### config.mk
export PLATFORM = sky130hd
export DESIGN_NAME = mem_stage
export DESIGN_NICKNAME = d
export VERILOG_FILES = /design/src/rtl/mem_stage.sv
export SDC_FILE = /design/constraint.sdc
export NUM_CORES = 1
export LEC_CHECK = 0
export CAP_MARGIN = 25
export CELL_PAD_IN_SITES_DETAIL_PLACEMENT = 1
export CELL_PAD_IN_SITES_GLOBAL_PLACEMENT = 2
export CORE_ASPECT_RATIO = 1.1
export CORE_MARGIN = 2
export CORE_UTILIZATION = 21
export CTS_BUF_LIST = sky130_fd_sc_hd__clkbuf_4
export DETAILED_ROUTE_END_ITERATION = 10
export GPL_TIMING_DRIVEN = 0
export PLACE_DENSITY_LB_ADDON = 0.1
export SYNTH_ARGS = -nofsm -noshare
export SYNTH_HDL_FRONTEND = slang
export SYNTH_SLANG_ARGS = --single-unit
### constraint.sdc
create_clock -name clk -period 2.1 [get_ports clk]
set_input_delay 0.21 -clock clk [delete_from_list [all_inputs] [get_ports clk]]
set_output_delay 0.21 -clock clk [all_outputs]
set_load 0.005 [all_outputs]
### src/rtl/mem_stage.sv
// RISC-V MEM stage: EX/MEM + MEM/WB registers, req/ack data port with lane alignment, load extension, bus timeout.
// Latency: 1 cycle EX->MEM, 1 cycle MEM->WB; a memory op adds one stall per cycle without dmem_ack.
// Backpressure: combinational stall_mem freezes upstream and EX/MEM and bubbles WB; MEM_MISALIGN_TRAP_EN adds misalign trapping.
module mem_stage #(
  parameter int TIMEOUT_CYCLES = 16
) (
  input  logic        clk,
  input  logic        reset,
  input  logic [31:0] ALUResult_ex,
  input  logic [31:0] MemWriteData_ex,
  input  logic [4:0]  rdAddr_ex,
  input  logic        RegWrite_ex,
  input  logic        MemRead_ex,
  input  logic        MemWrite_ex,
  input  logic        MemtoReg_ex,
  input  logic [2:0]  funct3_ex,
  output logic [31:0] ALUResult_mem,
  output logic [4:0]  rdAddr_mem,
  output logic        RegWrite_mem,
  output logic        stall_mem,
  output logic        dmem_req,
  output logic        dmem_we,
  output logic [31:0] dmem_addr,
  output logic [31:0] dmem_wdata,
  output logic [3:0]  dmem_be,
  input  logic        dmem_ack,
  input  logic [31:0] dmem_rdata,
  output logic [31:0] RegWriteData_wb,
  output logic [4:0]  rdAddr_wb,
  output logic        RegWrite_wb,
  output logic        bus_err_mem
`ifdef MEM_MISALIGN_TRAP_EN
  ,
  output logic        misalign_mem
`endif
);

  localparam int CNT_W = (TIMEOUT_CYCLES > 1) ? $clog2(TIMEOUT_CYCLES) : 1;
  localparam logic [CNT_W-1:0] CNT_LAST = CNT_W'(TIMEOUT_CYCLES - 1);

  typedef enum logic [0:0] {IDLE, WAIT} state_t;

  state_t            state_q, state_d;
  logic [CNT_W-1:0]  cnt_q, cnt_d;

  logic [31:0] wdata_mem;
  logic        MemRead_mem;
  logic        MemWrite_mem;
  logic        MemtoReg_mem;
  logic [2:0]  funct3_mem;

  logic [1:0]  a;
  logic [1:0]  size;
  logic        memop_raw;
  logic        memop;
  logic        ack_ok;
  logic        timeout;
  logic        complete;
  logic [3:0]  be_c;
  logic [31:0] wd_c;
  logic [31:0] rdata_eff;
  logic [7:0]  byte_sel;
  logic [15:0] half_sel;
  logic [31:0] load_ext;
  logic        wb_rw;

  // EX/MEM register
  always_ff @(posedge clk) begin
    if (reset) begin
      ALUResult_mem <= '0;
      wdata_mem     <= '0;
      rdAddr_mem    <= '0;
      RegWrite_mem  <= 1'b0;
      MemRead_mem   <= 1'b0;
      MemWrite_mem  <= 1'b0;
      MemtoReg_mem  <= 1'b0;
      funct3_mem    <= '0;
    end else if (!stall_mem) begin
      ALUResult_mem <= ALUResult_ex;
      wdata_mem     <= MemWriteData_ex;
      rdAddr_mem    <= rdAddr_ex;
      RegWrite_mem  <= RegWrite_ex;
      MemRead_mem   <= MemRead_ex;
      MemWrite_mem  <= MemWrite_ex;
      MemtoReg_mem  <= MemtoReg_ex;
      funct3_mem    <= funct3_ex;
    end
  end

  // funct3[1:0] gives size for loads and stores alike: 00 byte, 01 half, else word
  assign a         = ALUResult_mem[1:0];
  assign size      = funct3_mem[1:0];
  assign memop_raw = MemRead_mem | MemWrite_mem;

`ifdef MEM_MISALIGN_TRAP_EN
  logic misaligned;
  always_comb begin
    misaligned = 1'b0;
    case (size)
      2'b00:   misaligned = 1'b0;
      2'b01:   misaligned = a[0];
      default: misaligned = (a != 2'b00);
    endcase
  end
  assign memop        = memop_raw & ~misaligned;
  assign misalign_mem = memop_raw & misaligned;
  assign wb_rw        = RegWrite_mem & ~misaligned;
`else
  assign memop = memop_raw;
  assign wb_rw = RegWrite_mem;
`endif

  always_ff @(posedge clk) begin
    if (reset) begin
      state_q <= IDLE;
      cnt_q   <= '0;
    end else begin
      state_q <= state_d;
      cnt_q   <= cnt_d;
    end
  end

  always_comb begin
    state_d  = state_q;
    cnt_d    = cnt_q;
    dmem_req = 1'b0;
    ack_ok   = 1'b0;
    timeout  = 1'b0;
    case (state_q)
      IDLE: begin
        if (memop) begin
          dmem_req = 1'b1;
          if (dmem_ack) begin
            ack_ok = 1'b1;
          end else begin
            state_d = WAIT;
            cnt_d   = '0;
          end
        end
      end
      WAIT: begin
        dmem_req = 1'b1;
        if (dmem_ack) begin
          ack_ok  = 1'b1;
          state_d = IDLE;
          cnt_d   = '0;
        end else if (cnt_q == CNT_LAST) begin
          timeout = 1'b1;
          state_d = IDLE;
          cnt_d   = '0;
        end else begin
          cnt_d = cnt_q + CNT_W'(1);
        end
      end
      default: begin
        state_d = IDLE;
        cnt_d   = '0;
      end
    endcase
  end

  assign complete    = ack_ok | timeout;
  assign stall_mem   = memop & ~complete;
  assign bus_err_mem = timeout;

  // Store lane steering; low address bits beyond the access size are ignored
  always_comb begin
    be_c = 4'b1111;
    wd_c = wdata_mem;
    case (size)
      2'b00: begin
        be_c = 4'b0001 << a;
        wd_c = {4{wdata_mem[7:0]}};
      end
      2'b01: begin
        be_c = 4'b0011 << {a[1], 1'b0};
        wd_c = {2{wdata_mem[15:0]}};
      end
      default: begin
        be_c = 4'b1111;
        wd_c = wdata_mem;
      end
    endcase
  end

  assign dmem_addr  = {ALUResult_mem[31:2], 2'b00};
  assign dmem_we    = dmem_req & MemWrite_mem;
  assign dmem_be    = dmem_req ? be_c : 4'b0000;
  assign dmem_wdata = dmem_req ? wd_c : 32'h0;

  // A timed-out access returns zero data
  assign rdata_eff = timeout ? 32'h0 : dmem_rdata;

  always_comb begin
    byte_sel = rdata_eff[7:0];
    case (a)
      2'd0: byte_sel = rdata_eff[7:0];
      2'd1: byte_sel = rdata_eff[15:8];
      2'd2: byte_sel = rdata_eff[23:16];
      2'd3: byte_sel = rdata_eff[31:24];
      default: byte_sel = rdata_eff[7:0];
    endcase
    half_sel = a[1] ? rdata_eff[31:16] : rdata_eff[15:0];
    case (size)
      2'b00:   load_ext = {{24{~funct3_mem[2] & byte_sel[7]}}, byte_sel};
      2'b01:   load_ext = {{16{~funct3_mem[2] & half_sel[15]}}, half_sel};
      default: load_ext = rdata_eff;
    endcase
  end

  // MEM/WB register: stalls inject a bubble, data fields hold
  always_ff @(posedge clk) begin
    if (reset) begin
      RegWriteData_wb <= '0;
      rdAddr_wb       <= '0;
      RegWrite_wb     <= 1'b0;
    end else if (stall_mem) begin
      RegWrite_wb <= 1'b0;
    end else begin
      RegWriteData_wb <= MemtoReg_mem ? load_ext : ALUResult_mem;
      rdAddr_wb       <= rdAddr_mem;
      RegWrite_wb     <= wb_rw;
    end
  end

endmodule

== Word level (Yosys, flattened, before mapping) ==
Index checks and enable logic that the tools add are counted.

* Input bits: 111
* Register bits: 119

* Shift operators: 2
* Reduce and logical (&&, ||, !) cells: 4
* Equality and inequality tests: 7
* Bitwise operators: 9
* $add $sub $neg: 1
* Muxes and demuxes: 27

{| class="wikitable"
|+ Operators by type and width
! operator !! number
|-
| case mux 32 bit (2 select lines) || 2
|-
| two-way mux 32 bit || 3
|-
| case mux 8 bit (4 select lines) || 1
|-
| two-way mux 4 bit || 5
|-
| two-way mux 16 bit || 1
|-
| case mux 4 bit (2 select lines) || 2
|-
| two-way mux 1 bit || 10
|-
| case mux 1 bit (2 select lines) || 3
|-
| adder 4 x 1 -> 4 bit, second input constant || 1
|-
| bitwise AND 1 bit || 4
|-
| == test 2 x 1 -> 1 bit, second input constant || 2
|-
| == test 2 bit, second input constant || 2
|-
| == test 4 bit, second input constant || 1
|-
| logical NOT 2 bit || 2
|-
| != test 2 bit, second input constant || 2
|-
| left shift 1 x 2 -> 4 bit, first input constant || 1
|-
| left shift 2 x 2 -> 4 bit, first input constant || 1
|-
| inverter 1 bit || 3
|-
| OR 1 bit || 2
|-
| AND reduction 2 bit || 1
|-
| OR reduction 2 bit || 1
|}

== Logic depth before layout (Yosys ltp) ==
Gate-level depths: netlist of run 1.

* Depth in word-level cells: 9
* Depth in mapped cells: 8
* Gate-level depth less buffers: 6

== Worst setup path after synthesis of run 1 ==
Ideal clock, no wire load.

* Kind: reg-to-reg
* Start: register cnt_q[0]
* End: register RegWriteData_wb[21]
* Arrival: 1.958 ns
* Cell stages (with the launch flop): 9
* Slack: 0.056 ns
* Setup time: 0.086 ns
* Data required time: 2.014 ns
* Cells stage by stage: dfxtp_1 -> ha_1 -> and3_1 -> buf_6 -> and2_4 -> or4b_4 -> buf_6 -> buf_12 -> a221oi_2

* Word-level cells in the longest chain between the ends: 9

{| class="wikitable"
|+ Ends and longest elaborated chain
! item !! line !! text
|-
| start: declaration || 44 || <nowiki>logic [CNT_W-1:0] cnt_q, cnt_d;</nowiki>
|-
| start signal: assignment || 119 || <nowiki>cnt_q <= cnt_d;</nowiki>
|-
| == test 4 bit * || 147 || <nowiki>end else if (cnt_q == CNT_LAST) begin</nowiki>
|-
| two-way mux 1 bit * || 147 ||
|-
| two-way mux 1 bit * || 143 || <nowiki>if (dmem_ack) begin</nowiki>
|-
| two-way mux 1 bit * || 129 || <nowiki>case (state_q)</nowiki>
|-
| via bus_err_mem || 31 || <nowiki>output logic bus_err_mem</nowiki>
|-
| two-way mux 32 bit || 192 || <nowiki>assign rdata_eff = timeout ? 32'h0 : dmem_rdata;</nowiki>
|-
| case mux 8 bit (4 select lines) or two-way mux 16 bit (tied branches) || 196, 203 ||
|-
| bitwise AND 1 bit (on tied branches) || 205, 206 ||
|-
| case mux 32 bit (2 select lines) || 204 || <nowiki>case (size)</nowiki>
|-
| two-way mux 32 bit || 220 || <nowiki>RegWriteData_wb <= MemtoReg_mem ? load_ext : ALUResult_mem;</nowiki>
|-
| end signal: assignment || 220 ||
|-
| end: declaration || 28 || <nowiki>output logic [31:0] RegWriteData_wb,</nowiki>
|}

Mark *: on every way through the listed nets, which the timed path passes. The rest lies on a longest branch.
A chain may end at the register's enable or synchronous reset.

== Worst setup path in the final report of run 1 ==
* Start: register funct3_mem[0]
* End: register RegWriteData_wb[31]

* Word-level cells in the longest chain between the ends: 3

{| class="wikitable"
|+ Ends and longest elaborated chain
! item !! line !! text
|-
| start: declaration || 50 || <nowiki>logic [2:0] funct3_mem;</nowiki>
|-
| start signal: assignment || 86 || <nowiki>funct3_mem <= funct3_ex;</nowiki>
|-
| == test 2 x 1 -> 1 bit or logical NOT 2 bit (tied branches) || 204 ||
|-
| case mux 32 bit (2 select lines) * || 204 ||
|-
| two-way mux 32 bit * || 220 ||
|}

Every way passes the cells marked *; elsewhere a longest branch is shown, timed or not.

==> summary.txt, run 1 <==
Cells and area
  • Fraction of layout cells with a size suffix above 1: 24.1%
  • NumNets Final: 1221
  • Growth of design area from synthesis to finish: 73.3%
  • Footprint of the flip-flops and latches: 0.00241 mm^2
  • Final instance count without filler cells: 1483
  • Area of all placed cells without fillers: 0.0103 mm^2
  • Multi-input combinational cell area: 0.00328 mm^2
  • Final cell utilization of the core: 36.9%
  • Commonest non-fill, non-tap cells in the layout: 217 x sky130_fd_sc_hd__clkdlybuf4s50_1, 193 x sky130_fd_sc_hd__nand2_1, 112 x sky130_fd_sc_hd__dfxtp_1, 92 x sky130_fd_sc_hd__a21oi_1, 79 x sky130_fd_sc_hd__buf_4
  • Most frequent standard cell in the layout excluding fill and tap cells: sky130_fd_sc_hd__clkdlybuf4s50_1
  • Number of fill cells: 3258

Logic synthesis
  • Async set-or-reset flop fraction in the synthesized netlist: 0%
  • Yosys cell types: 52
  • Post-synthesis cell area: 0.00592 mm^2
  • Gate count of the mapped netlist: 768
  • Post-synthesis area per instance: 7.71 um^2
  • Number of synthesized flops with an enable pin: 0
  • Count of state elements after synthesis: 119
  • Warnings, synthesis: 0
  • Main flop type after synthesis: sky130_fd_sc_hd__dfxtp_1
  • Sequential fraction of the synthesis area: 40.2%

Clock network
  • Level count of the clock H-tree: 4
  • Clock root cell: sky130_fd_sc_hd__clkbuf_4
  • Clock latency at the later pin of the worst-skew pair: 0.55 ns
  • Deepest clock path buffer count: 2
  • TritonCTS clock tree: done
  • Count of clock tree sinks: 119
  • Num CTS Buffers: 17
  • Number of buffers inserted for hold repair after clock tree synthesis: 0
  • CTS clk-pin slew, worst paths: 0.13 ns

Floorplanning
  • # IOs: 259
  • Die Height: 180 um
  • Width of the die: 164 um
  • Core Region: 0.0278 mm^2
  • Number of core rows: 64
  • Starting utilization of the core area: 21.3%
  • Area enclosed by the die boundary: 0.0296 mm^2

Power
  • Total leakage power: 4.03 nW
  • Fraction of power spent switching nets: 32.8%
  • Worst-case vdd ir drop: 363 uV
  • Net Switching: 2.04 mW
  • Overall power consumption: 6.23 mW
  • Total power density per cell area: 608 mW/mm^2
  • Sequential fraction of design power: 41.6%
  • Part of the total power dissipated in the clock network: 26.2%
  • Cell-internal power: 4.19 mW
  • Combinational share of power: 32.2%

Route
  • DR vias/cell: 4.67
  • DRC violations left: 0
  • DR iter-0 viols: 394
  • Via count of the routed design: 6926
  • Per-cell routed wire length: 20.4 um
  • Number of detailed-route iterations in the first pass: 5
  • Post-route antenna net violation count: 0
  • Total routed wirelength: 30.2 mm

Run
  • Maximum capacitance violations: 0

Setup path
  • Delay of the slowest cell on the worst path: 0.59 ns
  • Cell type with the highest occurrence count on the critical path: sky130_fd_sc_hd__buf_4
  • Worst path top cell family by delay: simple AND/OR/NAND/NOR gates
  • Setup crit start kind: flop
  • CP cell instances: buf_4 -> buf_4 -> nor2_4 -> mux2i_1 -> or4b_4 -> buf_4 -> a221oi_1
  • Data arrival time of the worst path: 2.56 ns
  • Setup crit end kind: flop
  • Type of the worst setup path: reg2reg
  • Slowest-stage cell, CP: sky130_fd_sc_hd__or4b_4
  • Internal reg-to-reg setup slack: -0.008 ns
  • Top fanout value on the critical path: 6
  • Worst path buffer plus inverter count: 3
  • Required arrival time at the worst endpoint: 2.55 ns

Global route
  • Initial antenna violation count: 3
  • Vias in the first global route: 7135
  • Final global-route overflow total: 0
  • Largest net degree at the start of global routing: 17
  • Total global routing track utilization: 20.1%
  • First-pass GRT wire length: 44.5 mm

Outcome
  • Violated checks: setup timing
  • Run status: finished with violations

Timing
  • Shortest period the worst path allows: 2.11 ns
  • Endpoints failing setup: 2
  • Period utilisation layout: 100%
  • Worst Slack Setup Final: -0.00791 ns
  • Maximum clock frequency: 474 MHz
  • Slew Limit Headroom: 41.9%
  • Largest clock skew in the final design: 0.0303 ns
  • Worst Tran Pin Value: 0.872 ns
  • Unrepaired setup endpoints after global routing: true
  • Hold Fails Final Rpt: 0
  • Slew Limit Fails: 0

Place
  • Area after detailed placement: 0.00895 mm^2
  • Count of buffers from port buffering: 256
  • Cell count after placement: 1388
  • DP Wirelength: 22.4 mm
  • Last weighted congestion value of the routability-driven placer: 0.816
  • Worst slack at placement: -1.01 ns

Min path
  • Worst hold path class: in2reg
[state kept, by name (all words and copies together), names as in the netlist]
register         count
MemRead_mem          1
rdAddr_mem           5
wdata_mem           32
RegWrite_mem         1
RegWrite_wb          1
RegWriteData_wb     32
rdAddr_wb            5
MemtoReg_mem         1
funct3_mem           3
state_q              1
cnt_q                4
MemWrite_mem         1
ALUResult_mem       32
[repair_timing]
item | in CTS | in global routing
gates resized for setup | 245 | 70
endpoints found under the setup margin | 153 | 100
setup buffers | 51 | 17
pin swaps | 26 | 26
endpoints found under the hold margin | 0 | 0
gates cloned | 2 | 3
[final timing paths]
check	startpoint	to	depth (start not counted)
max	funct3_mem[0]$_SDFFE_PP0N_	RegWriteData_wb[31]$_SDFFE_PP0N_	7
min	ALUResult_ex[24]	ALUResult_mem[24]$_SDFFE_PP0N_	3
max reg2reg	funct3_mem[0]$_SDFFE_PP0N_	RegWriteData_wb[31]$_SDFFE_PP0N_	7
min reg2reg	rdAddr_wb[2]$_SDFFE_PP0N_	rdAddr_wb[2]$_SDFFE_PP0N_	2
[per-layer routing]
layer	part of all wire [%]	global-route usage (%)	vias to the layer above
met4	2.3	6.60	4
met2	49	33.9	235
li1	-	-	3334
met3	5.7	4.28	33
met5	0.089	0	-
met1	43	25.3	3320
[kinds of logic after synthesis]
| family | share of synthesized area [%] |
|---|---|
| compound gates | 23.1 |
| fa+ha+maj | 0.211 |
| buf+inv | 9.55 |
| flops | 40.2 |
| mux | 4.73 |
| other cells | 0.0633 |
| simple gates | 22.1 |
[power groups by stage]
stage	logic, mW	registers (mW)	clock network (mW)
3_3_place_gp	1.68	2.63	0
3_5_place_dp	1.67	2.64	0
4_1_cts	1.94	2.59	1.70
2_1_floorplan	0.720	2.59	0
6_report	2.01	2.59	1.63
5_1_grt	2.16	2.62	1.78
[cell usage after synthesis, types with 6 or more instances]
cell	count	area share (%)
sky130_fd_sc_hd__nor2b_1	16	1.7
sky130_fd_sc_hd__buf_1	8	0.51
sky130_fd_sc_hd__o21ai_0	21	1.8
sky130_fd_sc_hd__nor3_1	11	0.93
sky130_fd_sc_hd__clkbuf_1	45	2.9
sky130_fd_sc_hd__mux2i_1	19	3.2
sky130_fd_sc_hd__a221oi_1	31	4.6
sky130_fd_sc_hd__a22o_1	8	1.2
sky130_fd_sc_hd__inv_1	7	0.44
sky130_fd_sc_hd__buf_4	32	4.1
sky130_fd_sc_hd__and3_1	7	0.74
sky130_fd_sc_hd__a222oi_1	6	1.0
sky130_fd_sc_hd__dfxtp_1	119	40
sky130_fd_sc_hd__mux2_2	6	1.1
sky130_fd_sc_hd__a21oi_1	106	9.0
sky130_fd_sc_hd__nor2_1	49	3.1
sky130_fd_sc_hd__nand2_1	198	13
sky130_fd_sc_hd__o22ai_1	7	0.74
sky130_fd_sc_hd__a221oi_2	10	2.5
sky130_fd_sc_hd__nor4_1	8	0.85
sky130_fd_sc_hd__buf_2	10	0.85
sky130_fd_sc_hd__a31oi_1	6	0.63
[final cells by class]
cell class | count | share of cell area [%]
clock buffer | 17 | 1.24
antenna | 1 | 0.0244
timing repair buffer | 326 | 30.4
tap | 363 | 4.43
sequential | 119 | 23.5
inverter | 9 | 0.451
buffer | 93 | 6.90
clock inverter | 12 | 1.11
multi-input combinational | 543 | 32.0
[stage by stage]
stage	hold slack (ns)	setup TNS (ns)
after global placement	0.440	-106.52
after CTS	0.150	-0.511
after detailed placement	0.443	-94.18
after floorplan	0.350	0
after global routing	0.161	-0.560
final	0.196	-0.0129
[worst min-delay path, cell delays in order]
cell	delay, ns
sky130_fd_sc_hd__clkdlybuf4s50_1	0.40
sky130_fd_sc_hd__nand2_1	0.05
sky130_fd_sc_hd__a21oi_1	0.05
Note: power is estimated with default switching activity, not from simulation.
==> inputs of run 2 (changes only) <==
Settings changed: CORE_UTILIZATION 21 to 20, CTS_BUF_LIST sky130_fd_sc_hd__clkbuf_4 to sky130_fd_sc_hd__clkbuf_16, HOLD_SLACK_MARGIN from default to 0.02, TNS_END_PERCENT from default to 20.
==> summary.txt, run 2 (synthesized netlist as in run 1, its figures left out) <==
Cells and area
  • Fraction of layout cells with a size suffix above 1: 17.4% (-6.8 points)
  • NumNets Final: 1176 (-3.7%)
  • Final instance count without filler cells: 1452 (-2.1%)
  • Growth of design area from synthesis to finish: 72.2%
  • Biggest registers after layout: ALUResult_mem x32, RegWriteData_wb x32, wdata_mem x32
  • Area of all placed cells without fillers: 0.0102 mm^2 (-0.65%)
  • Commonest non-fill, non-tap cells in the layout: 226 x sky130_fd_sc_hd__clkdlybuf4s50_1, 196 x sky130_fd_sc_hd__nand2_1, 112 x sky130_fd_sc_hd__dfxtp_1, 98 x sky130_fd_sc_hd__a21oi_1, 52 x sky130_fd_sc_hd__buf_4
  • Most frequent standard cell in the layout excluding fill and tap cells: sky130_fd_sc_hd__clkdlybuf4s50_1

Timing
  • Endpoints failing setup: 1 (-1)
  • Slew Limit Fails: 0 (unchanged)
  • Hold Fails Final Rpt: 0 (unchanged)
  • Shortest period the worst path allows: 2.10 ns (-0.00626 ns)
  • Slew Limit Headroom: 44.1% (+2.3 points)
  • Worst Slack Setup Final: -0.00164 ns (+0.00626 ns)
  • Worst Tran Pin Value: 0.838 ns (-0.0341 ns)
  • Unrepaired setup endpoints after global routing: true
  • Period utilisation layout: 100% (-0.30 points)
  • Maximum clock frequency: 476 MHz (+0.30%)
  • Worst Hold Margin: 0.341 ns (+0.145 ns)
  • Largest clock skew in the final design: 0.0131 ns (-0.0171 ns)

Route
  • Number of detailed-route iterations in the first pass: 5 (unchanged)
  • Total routed wirelength: 30.5 mm (+0.79%)
  • Via count of the routed design: 6731 (-2.8%)
  • DR iter-0 viols: 261 (-34%)
  • Per-cell routed wire length: 21.0 um (+2.9%)
  • DRC violations left: 0 (unchanged)
  • Post-route antenna net violation count: 0 (unchanged)
  • DR vias/cell: 4.64 (-0.74%)

Global route
  • Vias in the first global route: 6997 (-1.9%)
  • Final global-route overflow total: 0 (unchanged)
  • Largest net degree at the start of global routing: 17 (unchanged)
  • Initial antenna violation count: 2 (-1)
  • First-pass GRT wire length: 45.0 mm (+1.1%)
  • Total global routing track utilization: 19.5% (-0.62 points)

Power
  • Total power density per cell area: 734 mW/mm^2 (+21%)
  • Total leakage power: 3.99 nW (-1.2%)
  • Worst-case vdd ir drop: 518 uV (+43%)
  • Overall power consumption: 7.49 mW (+20%)

Floorplanning
  • Area enclosed by the die boundary: 0.0310 mm^2 (+4.9%)
  • Core Region: 0.0293 mm^2 (+5.5%)
  • Die Height: 184 um (+2.4%)
  • Starting utilization of the core area: 20.2% (-1.1 points)
  • Width of the die: 168 um (+2.4%)
  • Number of core rows: 66 (+3.1%)
  • # IOs: 259 (unchanged)

Place
  • Worst slack at placement: -1.09 ns (-0.0792 ns)
  • Area after detailed placement: 0.00896 mm^2 (+0.15%)
  • DP Wirelength: 23.0 mm (+2.4%)
  • Last weighted congestion value of the routability-driven placer: 0.810 (-0.78%)
  • Count of buffers from port buffering: 256 (unchanged)
  • Cell count after placement: 1399 (+0.79%)

Setup path
  • Top fanout value on the critical path: 8 (+2)
  • Type of the worst setup path: reg2reg
  • Setup crit start kind: flop
  • Launching point of the worst reg2reg path: cnt_q[1]$_SDFFE_PP0P_
  • Timing startpoint of the critical path: cnt_q[1]$_SDFFE_PP0P_
  • Data arrival time of the worst path: 2.43 ns (-0.13 ns)
  • Setup crit end kind: flop
  • Required arrival time at the worst endpoint: 2.43 ns (-0.12 ns)
  • Worst reg2reg path depth: 7 (unchanged)

Clock network
  • Count of clock tree sinks: 119 (unchanged)
  • Clock latency at the later pin of the worst-skew pair: 0.42 ns (-0.13 ns)
  • Clock root cell: sky130_fd_sc_hd__clkbuf_16
  • Level count of the clock H-tree: 4 (unchanged)
  • TritonCTS clock tree: done
  • Deepest clock path buffer count: 2 (unchanged)
  • Num CTS Buffers: 17 (unchanged)
  • CTS clk-pin slew, worst paths: 0.07 ns (-0.06 ns)

Min path
  • Worst hold path class: in2reg
  • WHS Path Cells: 3 (unchanged)
  • Source of the worst hold timing path: ALUResult_ex[23]

Run
  • Maximum capacitance violations: 0 (unchanged)

Outcome
  • Run status: finished with violations
  • Violated checks: setup timing
==> run 2: cell types whose count changed in the layout (fill, tap and decap cells not counted), moves of 15 or more <==
cell                            before  now
sky130_fd_sc_hd__buf_4              79   52
sky130_fd_sc_hd__dlygate4sd2_1       1   26
sky130_fd_sc_hd__buf_2              30    8
sky130_fd_sc_hd__buf_6              21    4
sky130_fd_sc_hd__clkbuf_4           19    2
sky130_fd_sc_hd__clkbuf_16           5   20
==> run 2: final cells by class <==
| class | instances | area, um^2 |
|---|---|---|
| fill | 3473 | 19100 |
| multi-input combinational | 543 | 3200 |
| timing repair buffer | 279 | 2790 |
| sequential | 119 | 2410 |
| buffer | 95 | 684 |
| tap | 374 | 468 |
| clock buffer | 17 | 425 |
| clock inverter | 15 | 175 |
| inverter | 9 | 45.0 |
| antenna | 1 | 2.50 |
==> run 2: what timing repair did <==
item | CTS | global route
buffers inserted | 19 | 2
pin swaps | 8 | 10
resized for setup | 134 | 39
cloned | 1 | 1
hold buffers | 0 | 0
setup endpoints to repair | 153 | 104
==> run 2: stage by stage <==
stage | utilization, % | setup TNS [ns]
after floorplan | - | 0
after global placement | 30.5 | -109.29
after detailed placement | 30.6 | -100.20
after CTS | 34.4 | -0.127
after global routing | 34.8 | -0.924
final | 34.8 | -0.00164
==> run 2: report_power, final <==
part / internal [mW] / leakage, nW / total, mW / switching (mW)
Combinational: 0.983 / 2.72 / 1.84 / 0.860
Sequential: 2.43 / 0.989 / 2.59 / 0.167
Clock: 1.87 / 0.279 / 3.05 / 1.18
Total: 5.28 / 3.99 / 7.49 / 2.21
==> run 2: worst max-delay path, cell delays in order, from the launching register on <==
cell                        delay [ns]
sky130_fd_sc_hd__dfxtp_4          0.36
sky130_fd_sc_hd__ha_4             0.17
sky130_fd_sc_hd__and3_1           0.19
sky130_fd_sc_hd__buf_6            0.14
sky130_fd_sc_hd__and2_4           0.15
sky130_fd_sc_hd__or4b_4           0.59
sky130_fd_sc_hd__clkbuf_16        0.21
sky130_fd_sc_hd__a221oi_2         0.21
==> run 2: final timing paths <==
| path | to | slack, ns |
|---|---|---|
| max | RegWriteData_wb[25]$_SDFFE_PP0N_ | -0.002 |
| min | ALUResult_mem[23]$_SDFFE_PP0N_ | 0.34 |
| max reg2reg | RegWriteData_wb[25]$_SDFFE_PP0N_ | -0.002 |
| min reg2reg | rdAddr_wb[2]$_SDFFE_PP0N_ | 0.45 |
==> run 2: metal layers <==
layer | wire [um] | GRT usage, %
met2 | 14700 | 33.5
met4 | 627 | 6.45
met5 | 12 | 0
met1 | 13700 | 24.5
met3 | 1450 | 3.99
==> inputs of run 3 (changes only) <==
Settings changed: CORE_MARGIN 2 to 8.
==> summary.txt, run 3 (synthesized netlist as in run 1, its figures left out) <==
Outcome
  • Run status: finished with violations
  • Violated checks: setup timing

Global route
  • Vias in the first global route: 7153 (+2.2%)
  • Total global routing track utilization: 17.6% (-1.9 points)
  • First-pass GRT wire length: 47.4 mm (+5.4%)
  • Initial antenna violation count: 3 (+1)
  • Final global-route overflow total: 0 (unchanged)
  • Largest net degree at the start of global routing: 17 (unchanged)

Place
  • DP Wirelength: 24.6 mm (+7.0%)
  • Cell count after placement: 1399 (unchanged)
  • Count of buffers from port buffering: 256 (unchanged)
  • Last weighted congestion value of the routability-driven placer: 0.825 (+1.9%)

Run
  • Maximum capacitance violations: 0 (unchanged)

Route
  • Via count of the routed design: 6669 (-0.92%)
  • DRC violations left: 0 (unchanged)
  • Post-route antenna net violation count: 0 (unchanged)
  • Per-cell routed wire length: 21.9 um (+4.4%)
  • Total routed wirelength: 31.7 mm (+4.1%)
  • Number of detailed-route iterations in the first pass: 5 (unchanged)
  • DR iter-0 viols: 240 (-8.0%)
  • DR vias/cell: 4.60 (-0.72%)

Setup path
  • Setup crit start kind: flop
  • Top fanout value on the critical path: 10 (+2)
  • Launching point of the worst reg2reg path: cnt_q[1]$_SDFFE_PP0P_
  • Data arrival time of the worst path: 2.57 ns (+0.14 ns)
  • FF-to-FF End: RegWriteData_wb[27]$_SDFFE_PP0N_
  • Type of the worst setup path: reg2reg
  • Setup crit end kind: flop
  • Internal reg-to-reg setup slack: -0.14 ns (-0.14 ns)
  • Worst reg2reg path depth: 9 (+2)
  • Required arrival time at the worst endpoint: 2.43 ns (about the same)
  • Timing startpoint of the critical path: cnt_q[1]$_SDFFE_PP0P_

Floorplanning
  • Starting utilization of the core area: 20.1% (-0.057 points)
  • Die Height: 196 um (+6.5%)
  • Area enclosed by the die boundary: 0.0354 mm^2 (+14%)
  • Core Region: 0.0294 mm^2 (+0.28%)
  • # IOs: 259 (unchanged)
  • Number of core rows: 66 (unchanged)
  • Width of the die: 180 um (+7.1%)

Cells and area
  • NumNets Final: 1174 (-0.17%)
  • Biggest registers after layout: ALUResult_mem x32, RegWriteData_wb x32, wdata_mem x32
  • Multi-input combinational cell area: 0.00312 mm^2 (-2.7%)
  • Growth of design area from synthesis to finish: 69.8%
  • Number of fill cells: 3453 (-0.58%)
  • Most frequent standard cell in the layout excluding fill and tap cells: sky130_fd_sc_hd__clkdlybuf4s50_1
  • Commonest non-fill, non-tap cells in the layout: 226 x sky130_fd_sc_hd__clkdlybuf4s50_1, 196 x sky130_fd_sc_hd__nand2_1, 111 x sky130_fd_sc_hd__dfxtp_1, 104 x sky130_fd_sc_hd__a21oi_1, 53 x sky130_fd_sc_hd__buf_4
  • Footprint of the flip-flops and latches: 0.00240 mm^2 (-0.16%)
  • Antenna cells: 0 (-1)
  • Fraction of layout cells with a size suffix above 1: 16.3% (-1.1 points)
  • Final instance count without filler cells: 1449 (-0.21%)

Timing
  • Worst Tran Pin Value: 0.867 ns (+0.0288 ns)
  • Hold Fails Final Rpt: 0 (unchanged)
  • Endpoints failing setup: 16 (+15)
  • Setup TNS: -1.48 ns (-1.47 ns)
  • Maximum clock frequency: 447 MHz (-6.1%)
  • Period utilisation layout: 107% (+6.6 points)
  • Unrepaired setup endpoints after global routing: true
  • Largest clock skew in the final design: 0.0115 ns (-0.00162 ns)
  • Worst Slack Setup Final: -0.139 ns (-0.138 ns)
  • Shortest period the worst path allows: 2.24 ns (+0.138 ns)
  • Slew Limit Fails: 0 (unchanged)
  • Slew Limit Headroom: 42.2% (-1.9 points)

Clock network
  • Count of clock tree sinks: 119 (unchanged)
  • Num CTS Buffers: 17 (unchanged)
  • CTS clk-pin slew, worst paths: 0.06 ns (about the same)
  • Clock root cell: sky130_fd_sc_hd__clkbuf_16
  • Deepest clock path buffer count: 2 (unchanged)
  • TritonCTS clock tree: done
  • Clock latency at the later pin of the worst-skew pair: 0.43 ns (about the same)
  • Level count of the clock H-tree: 4 (unchanged)

Min path
  • Worst Hold End: MemWrite_mem$_SDFFE_PP0N_
  • Source of the worst hold timing path: MemWrite_ex
  • WHS Path Cells: 3 (unchanged)
  • Worst hold path class: in2reg

Power
  • Worst-case vdd ir drop: 375 uV (-28%)
  • Total leakage power: 3.97 nW (-0.39%)
  • Total power density per cell area: 755 mW/mm^2 (+2.8%)
-- run 3: critical path: stages, from the launching register on --
cell	delay, ns
sky130_fd_sc_hd__dfxtp_4	0.36
sky130_fd_sc_hd__ha_4	0.16
sky130_fd_sc_hd__buf_4	0.14
sky130_fd_sc_hd__and3_1	0.18
sky130_fd_sc_hd__buf_6	0.14
sky130_fd_sc_hd__and2_4	0.17
sky130_fd_sc_hd__or4b_4	0.48
sky130_fd_sc_hd__buf_6	0.16
sky130_fd_sc_hd__buf_12	0.15
sky130_fd_sc_hd__a221oi_2	0.22
-- run 3: power breakdown --
| group | total (mW) | internal (mW) | leakage (nW) | switching [mW] |
|---|---|---|---|---|
| Combinational | 1.78 | 0.943 | 2.68 | 0.839 |
| Clock | 3.21 | 1.99 | 0.300 | 1.22 |
| Sequential | 2.59 | 2.43 | 0.989 | 0.162 |
-- run 3: how the worst max path moves through the flow --
stage | endpoint | slack [ns] | cells past startpoint
6_report | RegWriteData_wb[27]$_SDFFE_PP0N_ | -0.14 | 9
5_1_grt | RegWriteData_wb[30]$_SDFFE_PP0N_ | -0.21 | 9
4_1_cts | stall_mem | -0.26 | 7
3_5_place_dp | rdAddr_mem[3]$_SDFFE_PP0N_ | -1.11 | 7
3_3_place_gp | rdAddr_mem[3]$_SDFFE_PP0N_ | -1.09 | 7
2_1_floorplan | RegWriteData_wb[21]$_SDFFE_PP0N_ | 0.06 | 8
-- run 3: final cells by class --
type	instances	area share (%)
clock buffers	17	4.23
inverters	9	0.423
repair buffers	276	26.8
plain buffers	96	6.96
flip-flops and latches	119	23.9
clock inverters	15	1.99
well taps	374	4.66
multi-input cells	543	31.0
-- run 3: layer usage --
| layer | track usage (%) | share of wire [%] |
|---|---|---|
| met1 | 20.9 | 43 |
| met5 | 0 | 0.11 |
| met2 | 30.2 | 48 |
| met3 | 5.30 | 6.4 |
| met4 | 5.48 | 2.0 |
-- run 3: metrics by stage --
step / power (mW) / hold slack, ns / worst slack, ns / area [um^2] / util, %
2_1_floorplan: 3.31 / 0.350 / 0.0555 / 5920 / -
3_3_place_gp: 4.33 / 0.443 / -1.09 / 8950 / 30.5
3_5_place_dp: 4.34 / 0.447 / -1.11 / 8960 / 30.5
4_1_cts: 7.70 / 0.316 / -0.260 / 10000 / 34.1
5_1_grt: 7.96 / 0.337 / -0.208 / 10100 / 34.2
6_report: 7.58 / 0.331 / -0.139 / 10100 / 34.2
-- run 3: repair_timing --
item,4_1_cts,5_1_grt
hold buffers,0,0
buffers inserted,19,4
endpoints found under the setup margin,153,99
resized for setup,126,26
pin swaps,8,7
